$ cat src/rtl/transposer_arbiter.sv
// transposer_arbiter: shares one 4x4 byte-transposer between NUM_REQ requesters.
// Whole 4-beat blocks are granted round-robin with the grant held for all
// 4 beats; an in-order ID FIFO tags each returning transposer beat with its
// owning requester.
// Optional feature macro: TP_ARB_ERR_EN adds a sticky 'err' output that flags
// transposer output beats arriving while no block is outstanding.
//
// Handshake: a beat transfers on a rising clk edge where valid && ready.
// Valid never depends on ready. The response path (r_valid) has no
// backpressure.
module transposer_arbiter #(
    parameter int NUM_REQ    = 4,
    parameter int FIFO_DEPTH = 2,
    localparam int IDW       = ($clog2(NUM_REQ) > 1) ? $clog2(NUM_REQ) : 1
) (
    input  logic                    clk,
    input  logic                    rst_n,
    input  logic [NUM_REQ*32-1:0]   req_data,
    input  logic [NUM_REQ-1:0]      req_valid,
    output logic [NUM_REQ-1:0]      req_ready,
    output logic [31:0]             t_data,
    output logic                    t_valid,
    input  logic                    t_ready,
    input  logic [31:0]             r_data,
    input  logic                    r_valid,
    output logic [31:0]             rsp_data,
    output logic                    rsp_valid,
    output logic [IDW-1:0]          rsp_id,
    output logic                    busy,
    output logic                    dbg_state_o
`ifdef TP_ARB_ERR_EN
    ,
    output logic                    err
`endif
);

    localparam int PW = $clog2(FIFO_DEPTH);
    localparam int CW = PW + 1;

    typedef enum logic {
        IDLE  = 1'b0,
        BURST = 1'b1
    } state_e;

    state_e         state_q, state_d;
    logic [IDW-1:0] rr_ptr_q, rr_ptr_d;
    logic [IDW-1:0] gnt_id_q, gnt_id_d;
    logic [1:0]     beat_cnt_q, beat_cnt_d;
    logic [1:0]     rsp_cnt_q, rsp_cnt_d;

    logic [IDW-1:0] fifo_mem_q [FIFO_DEPTH];
    logic [PW-1:0]  wr_ptr_q, rd_ptr_q;
    logic [CW-1:0]  count_q;
    logic           fifo_empty, fifo_full;
    logic           push, pop;
    logic           rsp_adv;

    logic [IDW-1:0] scan_idx [NUM_REQ];
    logic           arb_found;
    logic [IDW-1:0] arb_id;
    logic [31:0]    sel_data;
    logic           sel_valid;
    logic [IDW-1:0] next_rr;

    assign fifo_empty  = (count_q == '0);
    assign fifo_full   = (count_q == CW'(FIFO_DEPTH));
    assign next_rr     = (gnt_id_q == IDW'(NUM_REQ - 1)) ? '0 : gnt_id_q + IDW'(1);
    assign dbg_state_o = (state_q == BURST);

    // Round-robin scan: first valid requester at or after rr_ptr, wrapping.
    always_comb begin
        arb_found = 1'b0;
        arb_id    = '0;
        for (int k = 0; k < NUM_REQ; k++) begin
            scan_idx[k] = IDW'((int'(rr_ptr_q) + k) % NUM_REQ);
        end
        for (int k = 0; k < NUM_REQ; k++) begin
            if (!arb_found && req_valid[scan_idx[k]]) begin
                arb_found = 1'b1;
                arb_id    = scan_idx[k];
            end
        end
    end

    // Select the granted requester's word and valid.
    always_comb begin
        sel_data  = '0;
        sel_valid = 1'b0;
        for (int i = 0; i < NUM_REQ; i++) begin
            if (gnt_id_q == IDW'(i)) begin
                sel_data  = req_data[i*32 +: 32];
                sel_valid = req_valid[i];
            end
        end
    end

    // Arbiter FSM: next state, grant bookkeeping and transposer-side outputs.
    always_comb begin
        state_d    = state_q;
        gnt_id_d   = gnt_id_q;
        rr_ptr_d   = rr_ptr_q;
        beat_cnt_d = beat_cnt_q;
        push       = 1'b0;
        t_valid    = 1'b0;
        t_data     = '0;
        req_ready  = '0;
        case (state_q)
            IDLE: begin
                // Full check uses the pre-pop count; a freed slot is used next cycle.
                if (arb_found && !fifo_full) begin
                    gnt_id_d = arb_id;
                    push     = 1'b1;
                    state_d  = BURST;
                end
            end
            BURST: begin
                t_valid             = sel_valid;
                t_data              = sel_data;
                req_ready[gnt_id_q] = t_ready;
                if (sel_valid && t_ready) begin
                    if (beat_cnt_q == 2'd3) begin
                        beat_cnt_d = '0;
                        rr_ptr_d   = next_rr;
                        state_d    = IDLE;
                    end else begin
                        beat_cnt_d = beat_cnt_q + 2'd1;
                    end
                end
            end
            default: state_d = IDLE;
        endcase
    end

    // Response path: pass-through data, tag with FIFO head, count beats.
    always_comb begin
        rsp_data = r_data;
        rsp_id   = fifo_mem_q[rd_ptr_q];
`ifdef TP_ARB_ERR_EN
        rsp_adv   = r_valid && !fifo_empty;
        rsp_valid = rsp_adv;
`else
        rsp_adv   = r_valid;
        rsp_valid = r_valid;
`endif
        rsp_cnt_d = rsp_adv ? rsp_cnt_q + 2'd1 : rsp_cnt_q;
        pop       = rsp_adv && (rsp_cnt_q == 2'd3) && !fifo_empty;
        busy      = (state_q != IDLE) || !fifo_empty;
    end

    // FSM and counter registers.
    always_ff @(posedge clk or negedge rst_n) begin
        if (!rst_n) begin
            state_q    <= IDLE;
            rr_ptr_q   <= '0;
            gnt_id_q   <= '0;
            beat_cnt_q <= '0;
            rsp_cnt_q  <= '0;
        end else begin
            state_q    <= state_d;
            rr_ptr_q   <= rr_ptr_d;
            gnt_id_q   <= gnt_id_d;
            beat_cnt_q <= beat_cnt_d;
            rsp_cnt_q  <= rsp_cnt_d;
        end
    end

    // ID FIFO: push on grant, pop on the 4th response beat; both may happen together.
    always_ff @(posedge clk or negedge rst_n) begin
        if (!rst_n) begin
            for (int i = 0; i < FIFO_DEPTH; i++) begin
                fifo_mem_q[i] <= '0;
            end
            wr_ptr_q <= '0;
            rd_ptr_q <= '0;
            count_q  <= '0;
        end else begin
            if (push) begin
                fifo_mem_q[wr_ptr_q] <= gnt_id_d;
                wr_ptr_q             <= wr_ptr_q + PW'(1);
            end
            if (pop) begin
                rd_ptr_q <= rd_ptr_q + PW'(1);
            end
            if (push && !pop) begin
                count_q <= count_q + CW'(1);
            end else if (pop && !push) begin
                count_q <= count_q - CW'(1);
            end
        end
    end

`ifdef TP_ARB_ERR_EN
    // Sticky orphan-response flag.
    always_ff @(posedge clk or negedge rst_n) begin
        if (!rst_n) begin
            err <= 1'b0;
        end else if (r_valid && fifo_empty) begin
            err <= 1'b1;
        end
    end
`endif

endmodule
$ cat config.mk
export PLATFORM = sky130hd
export DESIGN_NAME = transposer_arbiter
export DESIGN_NICKNAME = d
export VERILOG_FILES = /design/src/rtl/transposer_arbiter.sv
export SDC_FILE = /design/constraint.sdc
export NUM_CORES = 1
export LEC_CHECK = 0
export ABC_AREA = 1
export ABC_CLOCK_PERIOD_IN_PS = 6750
export CAP_MARGIN = 30
export CORE_ASPECT_RATIO = 1.75
export CORE_MARGIN = 5
export CORE_UTILIZATION = 32
export DETAILED_ROUTE_END_ITERATION = 8
export PLACE_DENSITY = 0.88
export SLEW_MARGIN = 15
export SYNTH_ARGS = -nofsm -noshare
export SYNTH_HDL_FRONTEND = slang
export SYNTH_SLANG_ARGS = --single-unit
$ cat constraint.sdc
create_clock -name clk -period 6.75 [get_ports clk]
set_clock_uncertainty 0.05 [all_clocks]
set_input_delay 2.025 -clock clk [delete_from_list [all_inputs] [get_ports clk]]
set_output_delay 2.025 -clock clk [all_outputs]
set_load 0.02 [all_outputs]
# Word level (Yosys, flattened, before mapping)
# Index checks and enable logic that the tools add are counted.
# op_classes
n_addsub	10
magnitude_cmp	9
eq_ne	6
mux	46
n_bitwise	4
reduce_logical	24
# ops
op	count
$mux 32	5
$mux 2	14
$mux 1	18
$lt 2x3->1 const B	5
$logic_and 1x1->1	11
$add 2x1->2 const B	5
$eq 2x2->1 const B	5
$bmux 1 s2	4
$logic_not 1->1	7
$add 2x2->2 const B	2
$and 4x4->4	1
$bwmux 4	1
$ge 2x2->1 const B	2
$logic_not 2->1	2
$mux 4	1
$not 1->2	2
$reduce_and 3->1	1
$add 1x1->1 const B	2
$demux 1 s2	1
$demux 2 s1	1
$eq 2x1->1 const B	1
$ge 2x1->1 const B	1
$lt 2x1->1 const B	1
$pmux 1 s2	1
5 further kinds	5
# word_totals
register_bits	17
inputBits	168
out_inout_bits	74
wordCells	109

# Logic depth before layout (Yosys ltp)
# Gate-level depths: netlist of the first run.
# depth
depth_word	19
depth_mapped	14
depth_no_buf	13

# Worst setup path after synthesis of the first run
# OpenSTA, ideal clock, no wires.
# synth_path
path_kind	in2out
start	input req_valid[1]
end	output t_valid
arrival_ns	2.679
t_required_ns	4.675
path_slack_ns	1.996
path_stages	5
path_buffers	0
cell_sequence	clkinv_1 -> o22ai_1 -> nand2_1 -> o211ai_1 -> and2_1
# synth_between
elab_chain_cells	4
# synth_rtl
item	line_no	source
start: declaration	19	input logic [NUM_REQ-1:0] req_valid,
$mux 1 (3 in a row)	90	if (gnt_id_q == IDW'(i)) begin
$mux 1	107	case (state_q)
end: declaration	22	output logic t_valid,
# Every way passes these cells.

# Worst setup path after layout of the first run
# Ends and elaborated chain as after synthesis.

==> run_results.csv, run 1 <==
group,metric,value,unit
timing,fin_hold_ws,0.437,ns
timing,final_hold_violating_endpoints,0,
synthesis,synth.avg_cell_area,6.31,µm²
synthesis,netlist_area,2340,µm²
synthesis,synth.largest_area_cell,"dfrtp_1",
synthesis,synth_warnings,0,
run,drv_cap,0,
place,port_buffers,177,
synthesis,netlist_instances,371,
synthesis,synth_top_area_share,18.2,%
synthesis,synth_edf_count,0,
pwr,intPower,0.000907,W
final_layout,area_delta_synth_final,69.8,%
global_route,grt_max_degree,34,
timing,min_period_over_period,88.6,%
synthesis,synth.ff_latch_count,17,
routing,post_drt_wl_per_cell,20.8,µm
synthesis,yosys_most_used_dff,"dfrtp_1",
clock_network,clock_tree.root_cell,"clkbuf_16",
timing,max_freq,167,MHz
global_route,grt_pass1_vias,3048,
routing,avgViaCountPerCell,5.44,
clock_network,worstSkewPairLatency,0.25,ns
timing,setup_viol,0,
global_route,wire_length_of_the_first_global_routing_pass,17100,µm
worst_setup_path,cp_max_fo,3,
final_layout,layout.cells.most_common_list,"177 x clkdlybuf4s50_1, 82 x nand2_1, 38 x o21ai_0",
pwr,worst_ir_drop_vdd,0.000352,V
clock_network,cts_sinks,17,
routing,drt_wl_total,12100,µm
synthesis,seq_area_frac_synth,18.2,%
worst_setup_path,data_required_time_at_the_worst_endpoint,4.68,ns
worst_setup_path,worstSetupPathType,"primary input to primary output",
global_route,number_of_antenna_violations_at_the_first_check_in_global_routing,0,
worst_hold_path,hold-path-cell-count,2,
place,dpl.hpwl,9900,µm
pwr,power-per-cell-area,486,nW/µm²
floorplan,number_of_standard_cell_rows_in_the_floorplan,41,
synthesis,synth.distinct_cells,33,
floorplan,num_io_pins,242,
pwr,p_sw,0.00102,W
place,place_congestion,1.01,
floorplan,core_region_area,7180,µm²
pwr,fin_total_pwr,0.00193,W
pwr,p_sw_share,53.0,%
global_route,grt_remaining_overflow,0,
worst_setup_path,critPathTopFamily,"buffers and inverters",
final_layout,stdcell_area,3970,µm²
final_layout,final_nets,673,
pwr,p_leak,1.69,nW
worst_setup_path,critPathArrivalTime,3.90,ns
worst_setup_path,path_length_in_cells_of_the_critical_path,7,
worst_setup_path,crit_top_cell,"clkdlybuf4s50_1",
clock_network,tritoncts,"built",
timing,max_slew_margin,43.8,%
worst_setup_path,timing.critical_path.slowest_stage_cell,"clkdlybuf4s50_1",
clock_network,cts-buffers-inserted,3,
worst_hold_path,holdCritPathClass,"flop to flop",
routing,drcViolationCount,0,
floorplan,floorplan.initialDensity,32.6,%
clock_network,ctsHtreeMaxLevel,1,
timing,setup_repair_after_global_routing_missed_its_margin,"false",
floorplan,floorplan.die_area,9190,µm²
status,outcome,"finished, final reports clean",
synthesis,synth.area.top_cells,"dfrtp_1 18%, nand2_1 13%, buf_4 11%",
pwr,clkPwrFrac,6.2,%
routing,drt_iter0_drc,167,
clock_network,cts_resized,0,
worst_setup_path,critPathLaunchType,"primary input",
final_layout,insertedDiodeCount,0,
clock_network,post_cts_hold_buffer_count,0,
final_layout,most_common_cell_after_layout_fill_and_taps_aside,"clkdlybuf4s50_1",
place,area_after_detailed_placement,3890,µm²
timing,setup-tns-final,0,ns
timing,timing.final.crit_period,5.98,ns
pwr,share_of_power_burned_in_combinational_logic,83.3,%
pwr,sequentialPowerShare,10.5,%
worst_setup_path,setup_slack_of_the_most_critical_reg_to_reg_path,4.12,ns
worst_setup_path,worstSetupEndpointType,"primary output",
synthesis,synth.net_count,546,
worst_setup_path,worstPathBufferInverterCount,3,
floorplan,die_height,123,µm
floorplan,die-width,74.6,µm
global_route,grtUsageTotal,24.9,%
routing,vias,3169,
final_layout,drive_above_1_share,4.83,%
timing,final-max-slew-violation-count,0,
routing,ant_nets,0,
worst_setup_path,r2r_cells,7,
clock_network,cts_setup_buffers,0,
routing,drtPass1Iterations,5,
clock_network,cts.clk_slew.worst_paths,0.05,ns
timing,timing_worst_slew_pin_value,0.842,ns
synthesis,postSynth.asyncResetShare,100,%
clock_network,cts_buffer_depth,2,
worst_setup_path,critPathMaxStageDelay,0.62,ns
worst_setup_path,path_cells,"clkdlybuf4s50_1 -> clkinv_1 -> o22ai_1 -> nand2_1 -> o211ai_1 -> and2_1 -> clkdlybuf4s50_1",
tightest hold or removal path, cell delays in order (launching register included):
cell and delay (ns):
dfrtp_1 0.34, nand2_1 0.05, nand2_1 0.06
sequential cells by signal (all words and copies together), names as in the netlist:
| register | cells |
|---|---|
| rr_ptr_q | 2 |
| rsp_cnt_q | 2 |
| rd_ptr_q | 1 |
| fifo_mem_q | 4 |
| dbg_state_o | 1 |
| beat_cnt_q | 2 |
| wr_ptr_q | 1 |
| gnt_id_q | 2 |
| count_q | 2 |
cells by family after synthesis:
logic type	count (synthesis)	share of synthesized area, %
flip-flops	17	18.2
XOR/XNOR	4	1.50
multiplexers	1	0.481
buffers and inverters	80	18.9
AO/OA/AOI/OAI	139	34.1
adder cells (fa/ha/maj)	7	3.74
AND/OR/NAND/NOR	123	23.2
layer usage:
layer	GRT usage, %	part of all wire (%)
met3	15.0	18
met2	38.8	43
met4	10.7	4.4
met5	0	0
met1	26.9	35
cell usage after synthesis (2+ instances only):
cell type / instances
a22oi_1: 24
nor3_1: 3
nand2_2: 6
nand3_1: 15
buf_4: 33
nand4_1: 7
xor2_1: 2
nand2_1: 82
a21oi_1: 28
xnor2_1: 2
buf_2: 2
nor2_1: 4
o21ai_0: 38
o21ai_1: 36
inv_1: 15
dfrtp_1: 17
a221oi_1: 8
clkbuf_1: 22
buf_6: 2
inv_2: 4
o211ai_1: 2
clkinv_1: 2
ha_1: 7
metrics by stage:
step / utilization, % / std cells / setup slack [ns]
after CTS: 55.3 / 583 / 0.765
after global routing: 55.3 / 583 / 0.693
after global placement: 54.0 / 578 / 0.778
after floorplan: - / 371 / 2.00
final: 55.3 / 583 / 0.772
after detailed placement: 54.2 / 579 / 0.764
path summary, 6_finish.rpt:
kind,from,endpoint
min in group asynchronous,rst_n,fifo_mem_q[3]
hold / removal,fifo_mem_q[1],fifo_mem_q[1]
setup reg to reg,gnt_id_q[0],dbg_state_o
setup / recovery,req_valid[1],t_valid
hold reg to reg,fifo_mem_q[1],fifo_mem_q[1]
max in group asynchronous,rst_n,rr_ptr_q[0]
power groups by stage:
stage | clock, W | sequential (W) | combinational [W]
after floorplan | 0 | 0.000180 | 0.000975
after global placement | 0 | 0.000202 | 0.00156
after detailed placement | 0 | 0.000203 | 0.00159
after CTS | 0.000119 | 0.000202 | 0.00161
after global routing | 0.000122 | 0.000209 | 0.00175
final | 0.000119 | 0.000203 | 0.00161
layout make-up:
type                    count  area, µm²
clock buffers               3       75.1
clock inverters             1       5.00
flip-flops and latches     17        425
well taps                  86        108
repair buffers            181       1810
multi-input cells         274       1470
fillers                   658       3210
inverters                  21       78.8
(Power assumes the default switching activity.)
==> inputs of run 2 (changes only) <==
Settings changed: CORE_AREA set to 5 5 91 93, CORE_ASPECT_RATIO 1.75 to not set, CORE_MARGIN 5 to not set, CORE_UTILIZATION 32 to not set, DIE_AREA set to 0 0 96 98, DONT_BUFFER_PORTS set to 1, PLACE_DENSITY 0.88 to not set.
==> run 2 against run 1 <==
Effect of this change: die area grew 2.4%; largest cell class is now multi-input combinational cells; register-to-register slack got worse by 0.37 ns; maximum frequency increased by 15%; global-route usage shrank 8.3 points; hold slack lost 0.0034 ns.
==> run_results.csv, run 2 (synthesis results as in run 1) <==
group,metric,value,unit
timing,max_freq,193,MHz
timing,setup-tns-final,0,ns
global_route,number_of_antenna_violations_at_the_first_check_in_global_routing,0,
final_layout,drive_above_1_share,7.50,%
pwr,p_leak,0.984,nW
final_layout,max_reg_flops,4,
final_layout,insertedDiodeCount,0,
timing,setup_repair_after_global_routing_missed_its_margin,"false",
place,port_buffers,0,
worst_setup_path,setup_slack_of_the_most_critical_reg_to_reg_path,3.75,ns
clock_network,cts-buffers-inserted,3,
clock_network,cts_resized,0,
global_route,globalRouteMet1Util,19.8,%
floorplan,floorplan.initialDensity,31.4,%
clock_network,ctsHtreeMaxLevel,1,
worst_hold_path,holdCritPathClass,"flop to flop",
status,outcome,"finished, final reports clean",
routing,drt_wl_total,8420,µm
floorplan,die-width,96,µm
pwr,sequentialPowerShare,13.6,%
pwr,clkPwrFrac,5.5,%
worst_hold_path,worstHoldEndpoint,"rsp_cnt_q[0]",
floorplan,core_region_area,7450,µm²
final_layout,most_common_cell_after_layout_fill_and_taps_aside,"nand2_1",
routing,ant_nets,0,
worst_setup_path,r2r_cells,9,
timing,timing.final.crit_period,5.19,ns
place,place_congestion,0.863,
run,drv_cap,0,
global_route,wire_length_of_the_first_global_routing_pass,12200,µm
global_route,grt_pass1_vias,2242,
global_route,grt_busiest_layer,"met2",
routing,drtPass1Iterations,5,
final_layout,final_nets,496,
clock_network,cts.clk_slew.worst_paths,0.07,ns
clock_network,worstSkewPairLatency,0.25,ns
clock_network,cts_sinks,17,
worst_setup_path,startpoint,"gnt_id_q[0]",
worst_setup_path,cp_max_fo,30,
floorplan,num_io_pins,242,
worst_setup_path,worst_r2r_startpoint,"gnt_id_q[0]",
timing,timing_worst_slew_pin_value,0.839,ns
worst_setup_path,worstSetupPathType,"flop to primary output",
worst_setup_path,data_required_time_at_the_worst_endpoint,4.68,ns
clock_network,cts_setup_buffers,0,
clock_network,tritoncts,"built",
pwr,p_sw_share,64.7,%
final_layout,largest_register,"fifo_mem_q",
floorplan,floorplan.die_area,9410,µm²
timing,final-max-slew-violation-count,0,
pwr,worst_ir_drop_vdd,0.000196,V
floorplan,number_of_standard_cell_rows_in_the_floorplan,32,
global_route,grt_remaining_overflow,0,
worst_setup_path,path_cells,"inv_1 -> ha_1 -> clkinv_1 -> buf_4 -> nand2_1 -> o21ai_1 -> a21oi_1",
routing,drcViolationCount,0,
pwr,share_of_power_burned_in_combinational_logic,80.9,%
global_route,grt.met3_usage,5.93,%
global_route,grt_max_degree,36,
worst_setup_path,critPathMaxStageDelay,0.71,ns
timing,min_period_over_period,76.9,%
routing,vias,2420,
worst_setup_path,worstSetupEndpointType,"primary output",
floorplan,die_height,98,µm
pwr,p_sw,0.000906,W
global_route,grtUsageTotal,16.6,%
routing,post_drt_wl_per_cell,20.0,µm
worst_setup_path,crit-reg2reg-capture,"rr_ptr_q[1]",
clock_network,cts_buffer_depth,2,
worst_setup_path,timing.critical_path.slowest_stage_cell,"clkinv_1",
worst_setup_path,worstPathBufferInverterCount,3,
worst_setup_path,critPathLaunchType,"flop",
timing,fin_hold_ws,0.433,ns
pwr,intPower,0.000494,W
place,dpl.hpwl,7040,µm
routing,drt_iter0_drc,124,
global_route,met2_usage,28.5,%
worst_setup_path,path_length_in_cells_of_the_critical_path,7,
worst_hold_path,hold-path-cell-count,1,
clock_network,clock_tree.root_cell,"clkbuf_8",
final_layout,layout.cells.most_common_list,"82 x nand2_1, 38 x o21ai_0, 36 x o21ai_1",
timing,final_hold_violating_endpoints,0,
worst_setup_path,critPathTopFamily,"buffers and inverters",
worst_setup_path,critPathArrivalTime,3.12,ns
clock_network,post_cts_hold_buffer_count,0,
pwr,power-per-cell-area,636,nW/µm²
routing,avgViaCountPerCell,5.73,
worst_hold_path,min_from,"rsp_cnt_q[0]",
timing,max_slew_margin,43.7,%
final_layout,area_delta_synth_final,-5.94,%
timing,setup_viol,0,
## run 2: changes by cell type in the layout (fill, tap and decap cells not counted)
| cell | previous run | this run |
|---|---|---|
| buf_16 | 0 | 1 |
| clkbuf_16 | 3 | 0 |
| clkinv_1 | 2 | 3 |
| clkbuf_8 | 0 | 3 |
| inv_1 | 15 | 14 |
| clkdlybuf4s50_1 | 177 | 0 |
| buf_8 | 1 | 0 |
## run 2: stage by stage
stage	worst slack [ns]	area, µm²	utilization [%]	total power (W)	cells
CTS	1.60	2200	29.6	0.00141	422
global route	1.26	2200	29.6	0.00153	422
floorplan	2.00	2340	-	0.00116	371
finish	1.56	2200	29.6	0.00140	422
global placement	1.82	2130	28.6	0.00129	417
detailed placement	1.84	2150	28.9	0.00133	418
## run 2: area by class of cell
class | instances | area (µm²)
Sequential cell | 17 | 425
Multi-Input combinational cell | 274 | 1470
Clock inverter | 1 | 5.00
Clock buffer | 3 | 41.3
Inverter | 21 | 78.8
Fill cell | 843 | 5250
Timing Repair Buffer | 4 | 50.0
Tap cell | 102 | 128
## run 2: power by group through the flow
stage                     clock network (W)  registers [W]  logic [W]
after global placement                    0       0.000191    0.00110
after global routing              0.0000845       0.000200    0.00125
final                             0.0000767       0.000191    0.00113
after detailed placement                  0       0.000192    0.00114
after CTS                         0.0000795       0.000191    0.00114
after floorplan                           0       0.000180   0.000975
## run 2: worst max path at each step
stage,slack [ns],endpoint
3_3_place_gp,1.82,t_data[30]
5_1_grt,1.26,t_data[17]
3_5_place_dp,1.84,t_data[30]
2_1_floorplan,2.00,t_valid
4_1_cts,1.60,t_data[17]
6_report,1.56,t_data[17]
## run 2: per-layer routing
metal | vias up | wire length (µm)
met3 | 14 | 1130
met5 | - | 0
met1 | 1081 | 3180
met4 | 0 | 82
li1 | 1158 | -
met2 | 167 | 4020
## run 2: worst register-to-register path: stages, from the launching register on
cell      delay, ns
dfrtp_1        0.40
inv_1          0.12
ha_1           0.42
clkinv_1       0.71
buf_4          0.49
o211ai_1       0.28
nand4_1        0.21
inv_1          0.12
nand2_1        0.06
nand2_1        0.07
==> inputs of run 3 (changes only) <==
Settings changed: ABC_CLOCK_PERIOD_IN_PS 6750 to 5200, CORE_AREA 5 5 91 93 to 5 5 90 92, DIE_AREA 0 0 96 98 to 0 0 95 97.
Clock period 6.75 ns to 5.2 ns, I/O delays scaled along.
==> run 3 against run 2 <==
Effect of this change: flip-flop and latch count did not move; total power rose by 31%; clock power rose by 30%; first-iteration DRC count rose by 0.81%; routed wire length rose by 3.5%; critical path depth rose by 2; critical endpoint unchanged.
==> run_results.csv, run 3 (synthesis results as in run 1) <==
group,metric,value,unit
worst_setup_path,worstPathBufferInverterCount,3,
worst_setup_path,worstSetupEndpointType,"primary output",
routing,drcViolationCount,0,
clock_network,cts_setup_buffers,0,
pwr,fin_total_pwr,0.00183,W
clock_network,tritoncts,"built",
worst_setup_path,path_cells,"inv_1 -> ha_1 -> inv_2 -> nand2_1 -> inv_2 -> a22oi_1 -> nand2_1 -> o21ai_1 -> a21oi_1",
worst_hold_path,hold-path-cell-count,1,
timing,max_freq,247,MHz
worst_setup_path,critPathLaunchType,"flop",
pwr,p_sw_share,65.1,%
worst_setup_path,critPathTopFamily,"compound AO/OA/AOI/OAI gates",
pwr,worst_ir_drop_vdd,0.000242,V
place,dpl.hpwl,7070,µm
routing,vias,2461,
timing,setup-tns-final,0,ns
timing,final_hold_violating_endpoints,0,
worst_setup_path,timing.critical_path.slowest_stage_cell,"a21oi_1",
global_route,grt_max_degree,36,
worst_setup_path,setup_slack_of_the_most_critical_reg_to_reg_path,2.67,ns
final_layout,layout.cells.most_common_list,"82 x nand2_1, 38 x o21ai_0, 36 x o21ai_1",
global_route,grt_pass1_vias,2353,
timing,timing_worst_slew_pin_value,0.740,ns
global_route,wire_length_of_the_first_global_routing_pass,12700,µm
worst_setup_path,critPathArrivalTime,2.43,ns
clock_network,cts_buffer_depth,2,
global_route,grtUsageTotal,17.4,%
pwr,clkPwrFrac,5.5,%
clock_network,cts_resized,0,
floorplan,die-width,95,µm
status,outcome,"finished, final reports clean",
final_layout,area_delta_synth_final,-6.04,%
worst_setup_path,worstSetupPathType,"flop to primary output",
timing,setup_viol,0,
run,drv_cap,0,
clock_network,cts.clk_slew.worst_paths,0.07,ns
clock_network,worstSkewPairLatency,0.25,ns
final_layout,max_reg_flops,4,
floorplan,core_region_area,7140,µm²
global_route,grt_busiest_layer,"met2",
pwr,sequentialPowerShare,13.6,%
worst_setup_path,cp_max_fo,32,
final_layout,drive_above_1_share,7.76,%
clock_network,cts-buffers-inserted,3,
final_layout,fill_cells,824,
clock_network,cts_sinks,17,
worst_setup_path,r2r_cells,12,
pwr,share_of_power_burned_in_combinational_logic,81.0,%
place,place_congestion,0.858,
routing,ant_nets,0,
pwr,intPower,0.000639,W
routing,drt_iter0_drc,125,
floorplan,num_io_pins,242,
worst_hold_path,holdCritPathClass,"flop to flop",
worst_setup_path,worst_r2r_startpoint,"rr_ptr_q[0]",
worst_hold_path,worstHoldEndpoint,"rsp_cnt_q[0]",
final_layout,largest_register,"fifo_mem_q",
global_route,grt_remaining_overflow,0,
clock_network,post_cts_hold_buffer_count,0,
place,port_buffers,0,
pwr,power-per-cell-area,832,nW/µm²
clock_network,clock_tree.root_cell,"clkbuf_8",
routing,drtPass1Iterations,5,
final_layout,insertedDiodeCount,0,
timing,fin_hold_ws,0.426,ns
timing,min_period_over_period,77.8,%
global_route,grt.met3_usage,7.53,%
timing,setup_repair_after_global_routing_missed_its_margin,"false",
final_layout,most_common_cell_after_layout_fill_and_taps_aside,"nand2_1",
pwr,p_leak,0.988,nW
floorplan,number_of_standard_cell_rows_in_the_floorplan,31,
global_route,globalRouteMet1Util,20.6,%
routing,drt_wl_total,8710,µm
worst_setup_path,data_required_time_at_the_worst_endpoint,3.59,ns
worst_hold_path,min_from,"rsp_cnt_q[0]",
pwr,p_sw,0.00119,W
floorplan,floorplan.die_area,9220,µm²
worst_setup_path,critPathMaxStageDelay,0.58,ns
routing,avgViaCountPerCell,5.85,
floorplan,floorplan.initialDensity,32.8,%
timing,timing.final.crit_period,4.04,ns
final_layout,final_nets,498,
floorplan,die_height,97,µm
worst_setup_path,crit-reg2reg-capture,"count_q[1]",
clock_network,ctsHtreeMaxLevel,1,
global_route,met2_usage,29.4,%
timing,final-max-slew-violation-count,0,
global_route,number_of_antenna_violations_at_the_first_check_in_global_routing,1,
routing,post_drt_wl_per_cell,20.7,µm
timing,max_slew_margin,50.3,%
## run 3: cell count changes in the layout (fill, tap and decap cells not counted), sizes merged
cell | previous run | this run
inv | 18 | 19
buf | 4 | 6
clkinv | 4 | 2
clkbuf | 3 | 4
## run 3: how the worst max path moves through the flow
stage                      start    endpoint  slack [ns]  depth (start not counted)
global route         gnt_id_q[1]  t_data[17]        1.03                          9
finish               gnt_id_q[1]  t_data[17]        1.16                          9
detailed placement   gnt_id_q[0]  t_data[13]        1.13                          5
CTS                  gnt_id_q[0]  t_data[13]        0.84                          5
floorplan           req_valid[1]     t_valid        1.38                          5
global placement     gnt_id_q[0]  t_data[13]        1.20                          5
## run 3: stage by stage
stage / util [%] / instance area [µm²] / cells / worst slack, ns
after floorplan: - / 2340 / 371 / 1.38
after global placement: 30.0 / 2140 / 416 / 1.20
after detailed placement: 30.0 / 2140 / 416 / 1.13
after CTS: 30.6 / 2180 / 420 / 0.842
after global routing: 30.8 / 2200 / 421 / 1.03
final: 30.8 / 2200 / 421 / 1.16
## run 3: power by group through the flow
stage	logic [W]	registers (W)	clock network, W
final	0.00148	0.000248	0.0000999
after global routing	0.00162	0.000258	0.000109
after CTS	0.00147	0.000248	0.000102
after detailed placement	0.00147	0.000250	0
after global placement	0.00144	0.000249	0
after floorplan	0.00127	0.000234	0
## run 3: per-layer routing
metal | up-vias | part of all wire [%]
met5 | - | 0.15
met4 | 2 | 0.79
met3 | 15 | 13
met2 | 162 | 47
met1 | 1120 | 39
li1 | 1162 | -
## run 3: cell type report
| type | instances | area (µm²) | share of cell area (%) |
|---|---|---|---|
| clock buffer | 4 | 45.0 | 2.05 |
| timing repair buffer | 6 | 52.6 | 2.39 |
| inverter | 21 | 78.8 | 3.59 |
| tap | 99 | 124 | 5.63 |
| sequential | 17 | 425 | 19.4 |
| multi-input combinational | 274 | 1470 | 67.0 |
## run 3: worst reg2reg max path, cell delays in order (launching register included)
cell and delay, ns:
dfrtp_1 0.63, inv_2 0.15, nand2_1 0.10, nand2_1 0.10, nand2_1 0.07, o21ai_0 0.09
nand3_2 0.10, nand2_2 0.06, nor2_2 0.35, ha_1 0.34, a21oi_1 0.12, o21ai_0 0.12
xnor2_1 0.14
